<file path="config.mk">
export PLATFORM = sky130hd
export DESIGN_NAME = runway_lamp_driver_flat
export DESIGN_NICKNAME = d
export VERILOG_FILES = /design/src/rtl/runway_pkg.sv /design/src/rtl/runway_lamp_driver_if.sv /design/src/rtl/runway_lamp_driver_lamp_pwm.sv /design/src/rtl/runway_lamp_driver.sv /design/src/flat_wrapper.sv
export SDC_FILE = /design/constraint.sdc
export NUM_CORES = 1
export LEC_CHECK = 0
export ABC_AREA = 1
export CAP_MARGIN = 20
export CORE_MARGIN = 1
export CORE_UTILIZATION = 45
export CTS_BUF_LIST = sky130_fd_sc_hd__clkbuf_4
export DETAILED_ROUTE_END_ITERATION = 8
export PLACE_DENSITY = 0.7
export SYNTH_ARGS = -nofsm -noshare
export SYNTH_HDL_FRONTEND = slang
export SYNTH_HIERARCHICAL = 1
export SYNTH_SLANG_ARGS = --single-unit
</file>
<file path="constraint.sdc">
create_clock -name clk -period 1.65 [get_ports clk]
set_clock_uncertainty 0.05 [all_clocks]
set_input_delay 0.33 -clock clk [delete_from_list [all_inputs] [get_ports clk]]
set_output_delay 0.33 -clock clk [all_outputs]
set_load 0.01 [all_outputs]
</file>
<file path="src/rtl/runway_pkg.sv">
// Shared definitions for the runway lamp path: legal lamp patterns,
// lamp driver state enum and the pattern legality check.
package runway_pkg;

    // The four patterns the upstream direction FSM is allowed to produce
    localparam logic [2:0] PAT_ALPHA = 3'b101;
    localparam logic [2:0] PAT_BETA  = 3'b010;
    localparam logic [2:0] PAT_CHI   = 3'b001;
    localparam logic [2:0] PAT_DELTA = 3'b100;

    typedef enum logic [1:0] {
        BLANK = 2'd0,
        DWELL = 2'd1,
        HOLD  = 2'd2
    } lamp_state_t;

    // Exact-match case: any X/Z bit falls through to the default and
    // reports the pattern as illegal.
    function automatic logic is_legal_pattern(input logic [2:0] pat);
        case (pat)
            PAT_ALPHA, PAT_BETA, PAT_CHI, PAT_DELTA: return 1'b1;
            default:                                 return 1'b0;
        endcase
    endfunction

endpackage

</file>
<file path="src/rtl/runway_lamp_driver_if.sv">
// Pattern/lamp bundle between the direction FSM (master) and the
// runway lamp driver (slave).
interface runway_lamp_driver_if #(
    parameter int PWM_BITS = 4
);
    logic [2:0]          pat_in;
    logic                pat_valid;
    logic [PWM_BITS-1:0] bright;
    logic [2:0]          lamps;
    logic                busy;
    logic                illegal_seen;
    logic [7:0]          change_cnt;

    modport master (
        output pat_in, pat_valid, bright,
        input  lamps, busy, illegal_seen, change_cnt
    );

    modport slave (
        input  pat_in, pat_valid, bright,
        output lamps, busy, illegal_seen, change_cnt
    );
endinterface

</file>
<file path="src/rtl/runway_lamp_driver_lamp_pwm.sv">
// Lamp dimmer: free-running PWM counter compared against the brightness
// level. Full-scale brightness forces the lamps permanently on.
module lamp_pwm #(
    parameter int PWM_BITS = 4
) (
    input  logic                clk,
    input  logic                reset,
    input  logic [PWM_BITS-1:0] bright,
    output logic                pwm_on
);
    logic [PWM_BITS-1:0] pwm_cnt_reg;
    logic                pwm_on_reg;

    // Counter wraps naturally; the compare result is registered so the
    // lamp gate only ever sees a flop.
    always_ff @(posedge clk) begin
        if (reset) begin
            pwm_cnt_reg <= '0;
            pwm_on_reg  <= 1'b0;
        end else begin
            pwm_cnt_reg <= pwm_cnt_reg + 1'b1;
            pwm_on_reg  <= (bright == '1) || (pwm_cnt_reg < bright);
        end
    end

    assign pwm_on = pwm_on_reg;
endmodule

</file>
<file path="src/rtl/runway_lamp_driver.sv">
// Runway lamp driver: shows the pattern from the direction FSM on the three
// runway lamps, holds each accepted pattern for at least DWELL cycles,
// flags illegal patterns and counts pattern changes (saturating).
// Optional PWM dimming is enabled by defining LAMP_PWM_EN.
module runway_lamp_driver #(
    parameter int DWELL    = 8,
    parameter int PWM_BITS = 4
) (
    input  logic                 clk,
    input  logic                 reset,
    runway_lamp_driver_if.slave  bus
);
    import runway_pkg::*;

    // The state literal DWELL is shadowed by the parameter of the same
    // name, so states are referenced through the package scope.
    localparam logic [7:0] DWELL_RELOAD = 8'(DWELL - 1);

    lamp_state_t state_reg;
    logic [2:0]  cur_pat_reg;
    logic [7:0]  dwell_cnt_reg;
    logic        busy_reg;
    logic        illegal_reg;
    logic [7:0]  change_cnt_reg;
    logic        pwm_on;

    logic        pat_legal;
    logic        ready;
    logic        take;
    logic        flag_illegal;

    // Acceptance decision. The last dwell cycle (count at zero) is also the
    // first point a new pattern may be taken, so a pattern accepted at edge N
    // is shown for exactly DWELL cycles before the next one can replace it.
    always_comb begin
        pat_legal    = is_legal_pattern(bus.pat_in);
        ready        = (state_reg == runway_pkg::HOLD) ||
                       ((state_reg == runway_pkg::DWELL) && (dwell_cnt_reg == 8'd0));
        take         = bus.pat_valid && pat_legal &&
                       ((state_reg == runway_pkg::BLANK) ||
                        (ready && (bus.pat_in != cur_pat_reg)));
        flag_illegal = bus.pat_valid && !pat_legal &&
                       ((state_reg == runway_pkg::BLANK) || ready);
    end

    // Lamp state machine with registered busy/illegal/count outputs
    always_ff @(posedge clk) begin
        if (reset) begin
            state_reg      <= runway_pkg::BLANK;
            cur_pat_reg    <= 3'b000;
            dwell_cnt_reg  <= 8'd0;
            busy_reg       <= 1'b0;
            illegal_reg    <= 1'b0;
            change_cnt_reg <= 8'd0;
        end else begin
            if (flag_illegal) begin
                illegal_reg <= 1'b1;
            end
            if (take) begin
                cur_pat_reg   <= bus.pat_in;
                dwell_cnt_reg <= DWELL_RELOAD;
                state_reg     <= runway_pkg::DWELL;
                busy_reg      <= 1'b1;
                if (change_cnt_reg != 8'hFF) begin
                    change_cnt_reg <= change_cnt_reg + 8'd1;
                end
            end else begin
                case (state_reg)
                    runway_pkg::DWELL: begin
                        if (dwell_cnt_reg == 8'd0) begin
                            state_reg <= runway_pkg::HOLD;
                            busy_reg  <= 1'b0;
                        end else begin
                            dwell_cnt_reg <= dwell_cnt_reg - 8'd1;
                        end
                    end
                    default: begin
                        busy_reg <= 1'b0;
                    end
                endcase
            end
        end
    end

`ifdef LAMP_PWM_EN
    lamp_pwm #(
        .PWM_BITS (PWM_BITS)
    ) u_lamp_pwm (
        .clk    (clk),
        .reset  (reset),
        .bright (bus.bright),
        .pwm_on (pwm_on)
    );
`else
    // Brightness has no effect without the dimmer
    logic unused_bright;
    assign unused_bright = ^bus.bright;
    assign pwm_on        = 1'b1;
`endif

    // cur_pat_reg is 000 whenever the driver is blank, so gating it with the
    // PWM enable covers every state.
    genvar gi;
    generate
        for (gi = 0; gi < 3; gi++) begin : g_lamp
            assign bus.lamps[gi] = cur_pat_reg[gi] & pwm_on;
        end
    endgenerate

    assign bus.busy         = busy_reg;
    assign bus.illegal_seen = illegal_reg;
    assign bus.change_cnt   = change_cnt_reg;
endmodule

</file>
<file path="src/flat_wrapper.sv">
// flat-port wrapper written by rule: the top's interface ports become plain ports
module runway_lamp_driver_flat import runway_pkg::*;
#(
    parameter int DWELL    = 8,
    parameter int PWM_BITS = 4
)
  (clk, reset, bus_pat_in, bus_pat_valid, bus_bright, bus_lamps, bus_busy, bus_illegal_seen, bus_change_cnt);
  runway_lamp_driver_if #(.PWM_BITS(PWM_BITS)) bus_i ();
  input  logic clk;
  input  logic reset;
  input wire logic [$bits(bus_i.pat_in)-1:0] bus_pat_in;
  input wire logic [$bits(bus_i.pat_valid)-1:0] bus_pat_valid;
  input wire logic [$bits(bus_i.bright)-1:0] bus_bright;
  output wire logic [$bits(bus_i.lamps)-1:0] bus_lamps;
  output wire logic [$bits(bus_i.busy)-1:0] bus_busy;
  output wire logic [$bits(bus_i.illegal_seen)-1:0] bus_illegal_seen;
  output wire logic [$bits(bus_i.change_cnt)-1:0] bus_change_cnt;
  assign bus_i.pat_in = bus_pat_in;
  assign bus_i.pat_valid = bus_pat_valid;
  assign bus_i.bright = bus_bright;
  assign bus_lamps = bus_i.lamps;
  assign bus_busy = bus_i.busy;
  assign bus_illegal_seen = bus_i.illegal_seen;
  assign bus_change_cnt = bus_i.change_cnt;
  runway_lamp_driver #(.DWELL(DWELL), .PWM_BITS(PWM_BITS)) u_core (.clk(clk), .reset(reset), .bus(bus_i));
endmodule
</file>
=== Yosys cells after proc, flatten, opt, wreduce, memory -nomap -nowiden ===
Cells that the tools add are included.

* Output and inout bits: 13
* Register bits after elaboration: 23
* Word-level logic and storage cells: 52
* Input bits: 10

* $add $sub $neg: 2
* Eq/ne operators: 10
* Bitwise logic cells: 1
* Reductions and logical operators: 21
* Muxes and demuxes: 10

{| class="wikitable"
|+ Operators with widths
! cell !! number
|-
| 2-bit AND reduction || 5
|-
| 3-bit 2-to-1 mux || 3
|-
| 8-bit by 1-bit adder with 8-bit output, second input constant || 1
|-
| 8-bit logical NOT || 1
|-
| 8-bit != test, second input constant || 1
|-
| 8-bit by 1-bit subtractor with 8-bit output, second input constant || 1
|-
| 1-bit 2-to-1 mux || 7
|-
| 3-bit equality test, second input constant || 2
|-
| 1-bit logical AND || 6
|-
| 2-bit nonzero test || 2
|-
| 4-bit OR reduction || 1
|-
| 3-bit by 1-bit equality test with 1-bit output, second input constant || 1
|-
| 3-bit by 2-bit equality test with 1-bit output, second input constant || 1
|-
| 1-bit logical OR || 3
|-
| 3-bit by 2-bit != test with 1-bit output, second input constant || 1
|-
| 3-bit != test || 1
|-
| 2-bit by 1-bit equality test with 1-bit output, second input constant || 1
|-
| 2-bit equality test, second input constant || 1
|-
| 2-bit logical NOT || 1
|-
| 2-bit by 1-bit != test with 1-bit output, second input constant || 1
|-
| 2-bit OR reduction || 1
|-
| 1-bit logical NOT || 1
|-
| 1-bit NOT || 1
|}

=== Longest topological paths before layout ===
Gate-level depths: netlist of run 1.

* Depth after elaboration: 8
* Gate-level depth with buffers: 12
* Depth with buffers taken out: 12

=== Least setup slack after synthesis of run 1 ===
Ideal clock, no wire load.

* Kind: reg2reg
* Start point: register u_core.change_cnt_reg[1], in the netlist u_core/bus.change_cnt[1]
* End point: register u_core.change_cnt_reg[0], in the netlist u_core/bus.change_cnt[0]
* Buffers on the path: 0
* Period minus slack after synthesis: 1418 ps
* Data arrival time: 1255 ps
* Library setup time: 113 ps
* Required time: 1487 ps
* Cell stages (with the launch flop): 9
* Slack: 232 ps
* Cell sequence: dfxtp_1 -> ha_1 -> nand3_1 -> nor2_4 -> nand3_4 -> nand3_4 -> nand2_1 -> nand2_1 -> nor2_1

* Word-level cells in the longest chain between the ends: 2

{| class="wikitable"
|+ RTL lines
! item !! RTL line !! text
|-
| start, declared || runway_lamp_driver.sv:24 || <nowiki>logic [7:0] change_cnt_reg;</nowiki>
|-
| start signal, assigned || runway_lamp_driver.sv:65 || <nowiki>change_cnt_reg <= change_cnt_reg + 8'd1;</nowiki>
|-
| 8-bit != test || runway_lamp_driver.sv:64 || <nowiki>if (change_cnt_reg != 8'hFF) begin</nowiki>
|-
| 2-bit AND reduction (no line) || - ||
|}

No other way between the ends.
A chain may end at the register's enable or synchronous reset.

=== Worst setup path in the final report of run 1 ===
* Start point: register u_core.change_cnt_reg[6], in the netlist u_core/bus.change_cnt[6]
* End point: output bus_change_cnt[6]

{| class="wikitable"
|+ RTL lines
! item !! RTL line !! text
|-
| end, declared || flat_wrapper.sv:17 || <nowiki>output wire logic [$bits(bus_i.change_cnt)-1:0] bus_change_cnt;</nowiki>
|}

No word-level cell between the ends.

==> metrics.md, run 1 <==
| Metric | Value |
|---|---|
| # setup viols final | `0` |
| Largest net degree at the start of global routing | `14` |
| Clock root cell | `clkbuf_4` |
| Worst-path fanout max | `2` |
| Skew-Pair Late Insertion Delay | `320 ps` |
| Initial drt markers | `59` |
| Peak VDD IR | `664 uV` |
| Worst-path clk slew | `130 ps` |
| Slew margin rel. | `75.3%` |
| Initial antenna violation count | `0` |
| I/O Buffers | `18` |
| Via count | `1268` |
| Ranking of synthesized cells by instance count | `51 x nand2_1, 23 x dfxtp_1, 18 x inv_1, 18 x nor2_1, 14 x a21oi_1` |
| Post-synth top area cell | `dfxtp_1` |
| Sequential cell area | `480 um^2` |
| Asr flop ratio synth | `0%` |
| Crit path largest cell delay | `550 ps` |
| Net Count, Synth | `198` |
| Hold Path Depth | `2` |
| Static leakage | `0.819 nW` |
| Num Clock Sinks | `23` |
| Worst-path cell chain | `clkdlybuf4s50_1` |
| Post-Syn Area per Cell | `7.05 um^2` |
| Crit path time final | `1610 ps` |
| Drt total wl | `2860 um` |
| Htree depth | `1` |
| FF-to-FF End | `u_core/bus.lamps[2]` |
| Synth Register Bits | `23` |
| Layout overhead on the synthesized area | `29.8%` |
| EDFF count, synth | `0` |
| Synth top area cells | `dfxtp_1 35%, nand2_1 15%, a21oi_1 5.4%` |
| Fin. Hold Viols | `0` |
| Crit path capture type | `output pin` |
| Layout cells sized above 1 | `25.1%` |
| CP top delay family | `buffers and inverters` |
| Setup crit start kind | `flop` |
| RR Startpoint | `u_core/dwell_cnt_reg[0]` |
| First-pass GRT wire length | `4690 um` |
| CP Data Required Time | `1270 ps` |
| Mapped cell area | `0.00130 mm^2` |
| Core ar. | `0.00276 mm^2` |
| Nets | `233` |
| GRT overflow | `0` |
| Min-delay worst type | `reg -> reg` |
| Placed cells | `237` |
| Status | `finished, final reports clean` |
| Fin Hold WS | `414 ps` |
| DRT antenna net count | `0` |
| PwrDens | `743 mW/mm^2` |
| R2r setup slk | `100 ps` |
| Most used flip-flop cell after synthesis | `dfxtp_1` |
| Die Footprint | `0.00312 mm^2` |
| N_diodes | `0` |
| Num CTS Buffers | `3` |
| Die Wd | `55.8 um` |
| Max_cap viols | `0` |
| Area of the multi-input gates | `763 um^2` |
| Reg2reg path depth | `9` |
| Final design utilization | `61.3%` |
| Row count | `19` |
| Hold_buf cts | `0` |
| Final non-filler cell total | `250` |
| Post-detailed-route wirelength per cell | `11.4 um` |
| Height of the die | `55.8 um` |
| Worst path slowest cell | `clkdlybuf4s50_1` |
| Initial core utilization | `47.3%` |
| Avg Vias per Cell | `5.07` |
| Sequential area share after synthesis | `35.3%` |
| Slew @ Worst Pin | `369 ps` |
| RSZ-0062 raised after global routing | `yes` |
| GRT Util Overall | `18.4%` |
| 1st-pass router iterations | `4` |
| HP Start | `u_core/bus.illegal_seen` |
| Synth Instances | `185` |
| DRC | `0` |
| Hold path endpoint | `u_core/bus.illegal_seen` |
| Critical Path AT | `1230 ps` |
| Filler cells | `244` |
| I/O pin total | `23` |
| Vias in the first global route | `1144` |
| Fmax | `619 MHz` |
| Final Max Slew Viols | `0` |
| CTS tree | `done` |
| DP HPWL | `1960 um` |
| Most common cell in the netlist | `nand2_1` |
| RePlAce Congestion | `0.764` |
| Synth top area share | `35.3%` |
| Clk buf depth | `2` |
| Yosys warning total | `6` |
| WS Path Type | `reg -> out` |
| Buf/Inv on CP | `1` |
| Synth cell types | `25` |
| Final cycle utilization of the critical path | `97.9%` |
## worst min-delay path: stages (launching register included)
cell and delay (ps):
dfxtp_1 330, inv_1 50, a21oi_1 50
## cells by family (layout without fill, tap and decap cells)
family / after synthesis / in the layout / share of synthesized area [%]
AO/OA/AOI/OAI: 22 / 22 / 8.54
XOR/XNOR: 7 / 7 / 4.70
adder cells (fa/ha/maj): 3 / 3 / 2.88
buffers and inverters: 28 / 60 / 8.06
flip-flops: 23 / 23 / 35.3
AND/OR/NAND/NOR: 102 / 104 / 40.5
## repair_timing
action,4_1_cts,5_1_grt
cloned,0,2
pin swaps,0,5
setup buffers,0,7
endpoints found under the setup margin,10,27
resized for setup,13,11
hold endpoints to repair,0,0
## worst max path at each step
| stage | startpoint | end | slack [ps] | cells past startpoint |
|---|---|---|---|---|
| final | u_core/bus.change_cnt[6] | bus_change_cnt[6] | 40 | 1 |
| after global placement | bus_pat_in[1] | u_core/bus.change_cnt[6] | -190 | 8 |
| after floorplan | u_core/bus.change_cnt[1] | u_core/bus.change_cnt[0] | 230 | 8 |
| after global routing | u_core/bus.lamps[0] | bus_lamps[0] | -5 | 1 |
| after detailed placement | bus_pat_in[1] | u_core/bus.change_cnt[0] | -230 | 9 |
| after CTS | u_core/bus.change_cnt[2] | bus_change_cnt[2] | -0.0008 | 1 |
## area by class of cell
type / instances / area share [%]
clock inverter: 1 / 0.296
tap: 31 / 2.29
multi-input combinational: 136 / 45.1
timing repair buffer: 29 / 16.4
sequential: 23 / 28.4
clock buffer: 3 / 1.33
inverter: 27 / 6.14
## where the power goes
group	switching [mW]	internal [mW]
Clock	0.180	0.0908
Sequential	0.0301	0.589
Combinational	0.212	0.154
## metal layers
metal / vias to the layer above / part of all wire (%) / track usage, %
li1: 662 / - / -
met1: 582 / 45 / 23.1
met2: 24 / 50 / 32.2
met3: 0 / 4.1 / 5.12
met4: 0 / 0 / 3.14
met5: - / 0 / 0
## through the flow
stage / instance area, um^2 / TNS [ps] / setup slack [ps] / power (mW)
floorplan: 1300 / 0 / 232 / 0.875
global placement: 1550 / -3450 / -188 / 0.962
detailed placement: 1550 / -3900 / -231 / 0.970
CTS: 1600 / 0 / -0.000777 / 1.24
global route: 1690 / -4.66 / -4.66 / 1.34
finish: 1690 / 0 / 35.4 / 1.26
## cells in the final DEF, fill, tap and decap left out
| master | instances |
|---|---|
| nand2_2 | 3 |
| dfxtp_1 | 13 |
| nand2_4 | 3 |
| buf_4 | 11 |
| o21ai_1 | 4 |
| nand3_2 | 3 |
| xor2_1 | 5 |
| dfxtp_4 | 3 |
| nand3b_1 | 1 |
| inv_1 | 17 |
| inv_2 | 9 |
| nor3b_2 | 1 |
| clkdlybuf4s50_1 | 12 |
| dfxtp_2 | 7 |
| clkbuf_4 | 3 |
| a31oi_1 | 1 |
| o21ai_0 | 2 |
| dlymetal6s2s_1 | 6 |
| nand3_1 | 10 |
| nand4_1 | 6 |
| nand3_4 | 2 |
| nor2_2 | 4 |
| nand2_1 | 51 |
| xnor2_1 | 2 |
| inv_4 | 1 |
| o21ai_2 | 1 |
| ha_1 | 3 |
| a21oi_1 | 14 |
| nor2_8 | 1 |
| nor3_1 | 1 |
| nor2_4 | 2 |
| clkinv_2 | 1 |
| nor2_1 | 16 |
Note: power is estimated with default switching activity, not from simulation.
==> inputs of run 2 (changes only) <==
--- a/config.mk
+++ b/config.mk
@@ -7,7 +7,6 @@
 export LEC_CHECK = 0
 export ABC_AREA = 1
 export CAP_MARGIN = 20
-export CORE_MARGIN = 1
 export CORE_UTILIZATION = 45
 export CTS_BUF_LIST = sky130_fd_sc_hd__clkbuf_4
 export DETAILED_ROUTE_END_ITERATION = 8
==> results of run 2 <==
Final layout, timing and power as in run 1 (identical DEF).
==> inputs of run 3 (changes only) <==
--- a/config.mk
+++ b/config.mk
@@ -5,12 +5,11 @@
 export SDC_FILE = /design/constraint.sdc
 export NUM_CORES = 1
 export LEC_CHECK = 0
-export ABC_AREA = 1
 export CAP_MARGIN = 20
 export CORE_UTILIZATION = 45
 export CTS_BUF_LIST = sky130_fd_sc_hd__clkbuf_4
 export DETAILED_ROUTE_END_ITERATION = 8
-export PLACE_DENSITY = 0.7
+export PLACE_DENSITY = 0.71
 export SYNTH_ARGS = -nofsm -noshare
 export SYNTH_HDL_FRONTEND = slang
 export SYNTH_HIERARCHICAL = 1
==> constraint.sdc (replaced) <==
create_clock -name clk -period 1.65 [get_ports clk]
set_clock_uncertainty 0.05 [all_clocks]
set_input_delay 0.4125 -clock clk [delete_from_list [all_inputs] [get_ports clk]]
set_output_delay 0.4125 -clock clk [all_outputs]
set_load 0.01 [all_outputs]
==> run 3 against run 2 <==
The flow now finishes with violations (setup timing); setup slack worse by 300 ps; hold slack better by 15 ps; synthesized area is 12% lower; largest power group unchanged.
==> metrics.md, run 3 <==
| Metric | Value |
|---|---|
| Synth top area share | `40.1% (was 35.3%)` |
| Final Max Slew Viols | `0 (unchanged)` |
| Die Footprint | `0.00276 mm^2 (was 0.00312 mm^2)` |
| Critical Path AT | `2120 ps (was 1230 ps)` |
| Via count | `1252 (was 1268)` |
| Largest net degree at the start of global routing | `14 (unchanged)` |
| Slew margin rel. | `61.6% (was 75.3%)` |
| Clock root cell | `clkbuf_4 (unchanged)` |
| Hold_buf cts | `0 (unchanged)` |
| Worst path slowest cell | `or4b_1 (was clkdlybuf4s50_1)` |
| Htree depth | `1 (unchanged)` |
| WS Path Type | `reg -> reg (was reg -> out)` |
| Skew-Pair Late Insertion Delay | `320 ps (about the same)` |
| Nets | `202 (was 233)` |
| Final cycle utilization of the critical path | `116% (was 97.9%)` |
| Total power | `1.54 mW (was 1.26 mW)` |
| Initial antenna violation count | `0 (unchanged)` |
| DR WL met2 | `1920 um (was 1440 um)` |
| Core ar. | `0.00230 mm^2 (was 0.00276 mm^2)` |
| RSZ-0062 raised after global routing | `yes (unchanged)` |
| Crit path time final | `1920 ps (was 1610 ps)` |
| Filler cells | `127 (was 244)` |
| Fmax | `522 MHz (was 619 MHz)` |
| # setup viols final | `24 (was 0)` |
| PwrDens | `801 mW/mm^2 (was 743 mW/mm^2)` |
| I/O Buffers | `18 (unchanged)` |
| Initial drt markers | `41 (was 59)` |
| Status | `finished with violations (was finished, final reports clean)` |
| Num CTS Buffers | `3 (unchanged)` |
| DRC | `0 (unchanged)` |
| Most used flip-flop cell after synthesis | `dfxtp_1 (unchanged)` |
| Synth Instances | `134 (was 185)` |
| Num Clock Sinks | `23 (unchanged)` |
| Clock power share | `17.9% (was 21.5%)` |
| Static leakage | `0.747 nW (was 0.819 nW)` |
| Avg Vias per Cell | `5.80 (was 5.07)` |
| Routed wl met3 | `146 um (was 116 um)` |
| Slew @ Worst Pin | `575 ps (was 369 ps)` |
| Yosys warning total | `6 (unchanged)` |
| Drt total wl | `3740 um (was 2860 um)` |
| Net Count, Synth | `147 (was 198)` |
| Fin Hold WS | `429 ps (was 414 ps)` |
| Layout overhead on the synthesized area | `67.8% (was 29.8%)` |
| Sequential area share after synthesis | `40.1% (was 35.3%)` |
| N_diodes | `0 (unchanged)` |
| GRT Util Overall | `26.2% (was 18.4%)` |
| Combinational group share of total power | `40.8% (was 29.2%)` |
| Initial core utilization | `49.9% (was 47.3%)` |
| Height of the die | `52.5 um (was 55.8 um)` |
| Net Sw Frac | `33.7% (was 33.6%)` |
| Die Wd | `52.5 um (was 55.8 um)` |
| 1st-pass router iterations | `4 (unchanged)` |
| First-pass GRT wire length | `5250 um (was 4690 um)` |
| RePlAce Congestion | `0.758 (was 0.764)` |
| Vias in the first global route | `1185 (was 1144)` |
| Worst setup margin | `-265 ps (was 35.4 ps)` |
| Crit path capture type | `flop (was output pin)` |
| Met1 WL | `1590 um (was 1300 um)` |
| Worst-path clk slew | `140 ps (was 130 ps)` |
| Row count | `17 (was 19)` |
| Synth Register Bits | `23 (unchanged)` |
| Crit path largest cell delay | `540 ps (was 550 ps)` |
| CTS tree | `done (unchanged)` |
| DP HPWL | `2030 um (was 1960 um)` |
| Most frequent cells in the layout | `29 x buf_4, 16 x dfxtp_2, 11 x dlygate4sd2_1 (was 51 x nand2_1, 17 x inv_1, 16 x nor2_1)` |
| Failing checks | `setup timing` |
| Peak VDD IR | `560 uV (was 664 uV)` |
| I/O pin total | `23 (unchanged)` |
| Net Switching | `520 uW (was 422 uW)` |
| Worst-path cell chain | `nor4_4 > a41o_4 > o2111ai_4 > or4b_1 > a21oi_2 (was clkdlybuf4s50_1)` |
| Min-delay worst type | `reg -> reg (unchanged)` |
| GRT overflow | `0 (unchanged)` |
| Clk buf depth | `2 (unchanged)` |
| EDFF count, synth | `0 (unchanged)` |
| Layout cells sized above 1 | `52.7% (was 25.1%)` |
| Mapped cell area | `0.00115 mm^2 (was 0.00130 mm^2)` |
| Internal | `1.02 mW (was 834 uW)` |
| Most common cell in the netlist | `dfxtp_1 (was nand2_1)` |
| Post-detailed-route wirelength per cell | `17.3 um (was 11.4 um)` |
| Post-synth top area cell | `dfxtp_1 (unchanged)` |
| Fin. Hold Viols | `0 (unchanged)` |
| Place WS | `-690 ps (was -231 ps)` |
| Ranking of synthesized cells by instance count | `23 x dfxtp_1, 15 x a21oi_1, 13 x nand2_1, 9 x nor2_1, 8 x nor3_1 (was 51 x nand2_1, 23 x dfxtp_1, 18 x inv_1, 18 x nor2_1, 14 x a21oi_1)` |
| Asr flop ratio synth | `0% (unchanged)` |
| Synth cell types | `33 (was 25)` |
| Synth top area cells | `dfxtp_1 40%, a21oi_1 6.5%, xor2_1 4.6% (was dfxtp_1 35%, nand2_1 15%, a21oi_1 5.4%)` |
| Max_cap viols | `0 (unchanged)` |
| Worst-path fanout max | `8 (was 2)` |
| Post-Syn Area per Cell | `8.56 um^2 (was 7.05 um^2)` |
| Commonest non-fill, non-tap cell in the layout | `buf_4 (was nand2_1)` |
| Max Used Layer | `met4 (was met3)` |
| DRT antenna net count | `0 (unchanged)` |
| Setup crit start kind | `flop (unchanged)` |
| Sequential power share | `41.3% (was 49.3%)` |
| CP Data Required Time | `1850 ps (was 1270 ps)` |
run 3: cell families (layout without fill, tap and decap cells):
kind of cell	Yosys count	after routing	share of synthesized area (%)
AOI/OAI and AO/OA	33	33	19.4
buffers and inverters	14	68	5.34
adders and majority gates	3	3	3.27
xor gates and xnor gates	11	11	8.40
DFF	23	23	40.1
and+or+nand+nor	50	50	23.4
run 3: metrics by stage:
stage | instances | instance area [um^2] | utilization [%] | setup TNS (ps)
finish | 216 | 1930 | 83.8 | -3580
global route | 216 | 1930 | 83.8 | -4830
CTS | 212 | 1760 | 76.7 | -2110
detailed placement | 199 | 1540 | 66.9 | -11430
global placement | 199 | 1540 | 66.9 | -10360
floorplan | 134 | 1150 | - | -719
run 3: metal layers:
metal	GRT usage, %	vias to the layer above
li1	-	590
met1	30.7	611
met2	46.8	40
met3	3.48	11
met4	11.4	0
met5	0	-
run 3: power groups by stage:
| stage | combinational, mW | sequential (mW) | clock, mW |
|---|---|---|---|
| final | 0.630 | 0.636 | 0.276 |
| after global routing | 0.667 | 0.640 | 0.300 |
| after CTS | 0.528 | 0.633 | 0.276 |
| after detailed placement | 0.411 | 0.638 | 0 |
| after global placement | 0.394 | 0.637 | 0 |
| after floorplan | 0.207 | 0.650 | 0 |
run 3: critical path: cells and delay by family, from the launching register on:
kind             cells  cell delay [ps]
flip-flops           1              360
AND/OR/NAND/NOR      2              850
AO/OA/AOI/OAI        3              590
run 3: worst paths after layout:
| check | startpoint | endpoint | slack, ps | depth (start not counted) |
|---|---|---|---|---|
| hold reg to reg | u_core/bus.busy | u_core/bus.busy | 430 | 2 |
| setup / recovery | u_core/dwell_cnt_reg[3] | u_core/bus.change_cnt[5] | -270 | 5 |
| hold / removal | u_core/bus.busy | u_core/bus.busy | 430 | 2 |
| setup reg to reg | u_core/dwell_cnt_reg[3] | u_core/bus.change_cnt[5] | -270 | 5 |
run 3: what timing repair did:
action | 4_1_cts | 5_1_grt
endpoints found under the setup margin | 33 | 25
setup buffers | 10 | 5
pin swaps | 15 | 9
gates resized for setup | 51 | 27
cloned | 0 | 0
run 3: layout make-up:
| cell class | count | area [um^2] | share of cell area, % |
|---|---|---|---|
| Multi-Input combinational cell | 97 | 831 | 43.1 |
| Inverter | 7 | 26.3 | 1.36 |
| Clock inverter | 1 | 5.00 | 0.260 |
| Timing Repair Buffer | 57 | 526 | 27.3 |
| Sequential cell | 23 | 480 | 25.0 |
| Clock buffer | 3 | 22.5 | 1.17 |
| Tap cell | 28 | 35.0 | 1.82 |
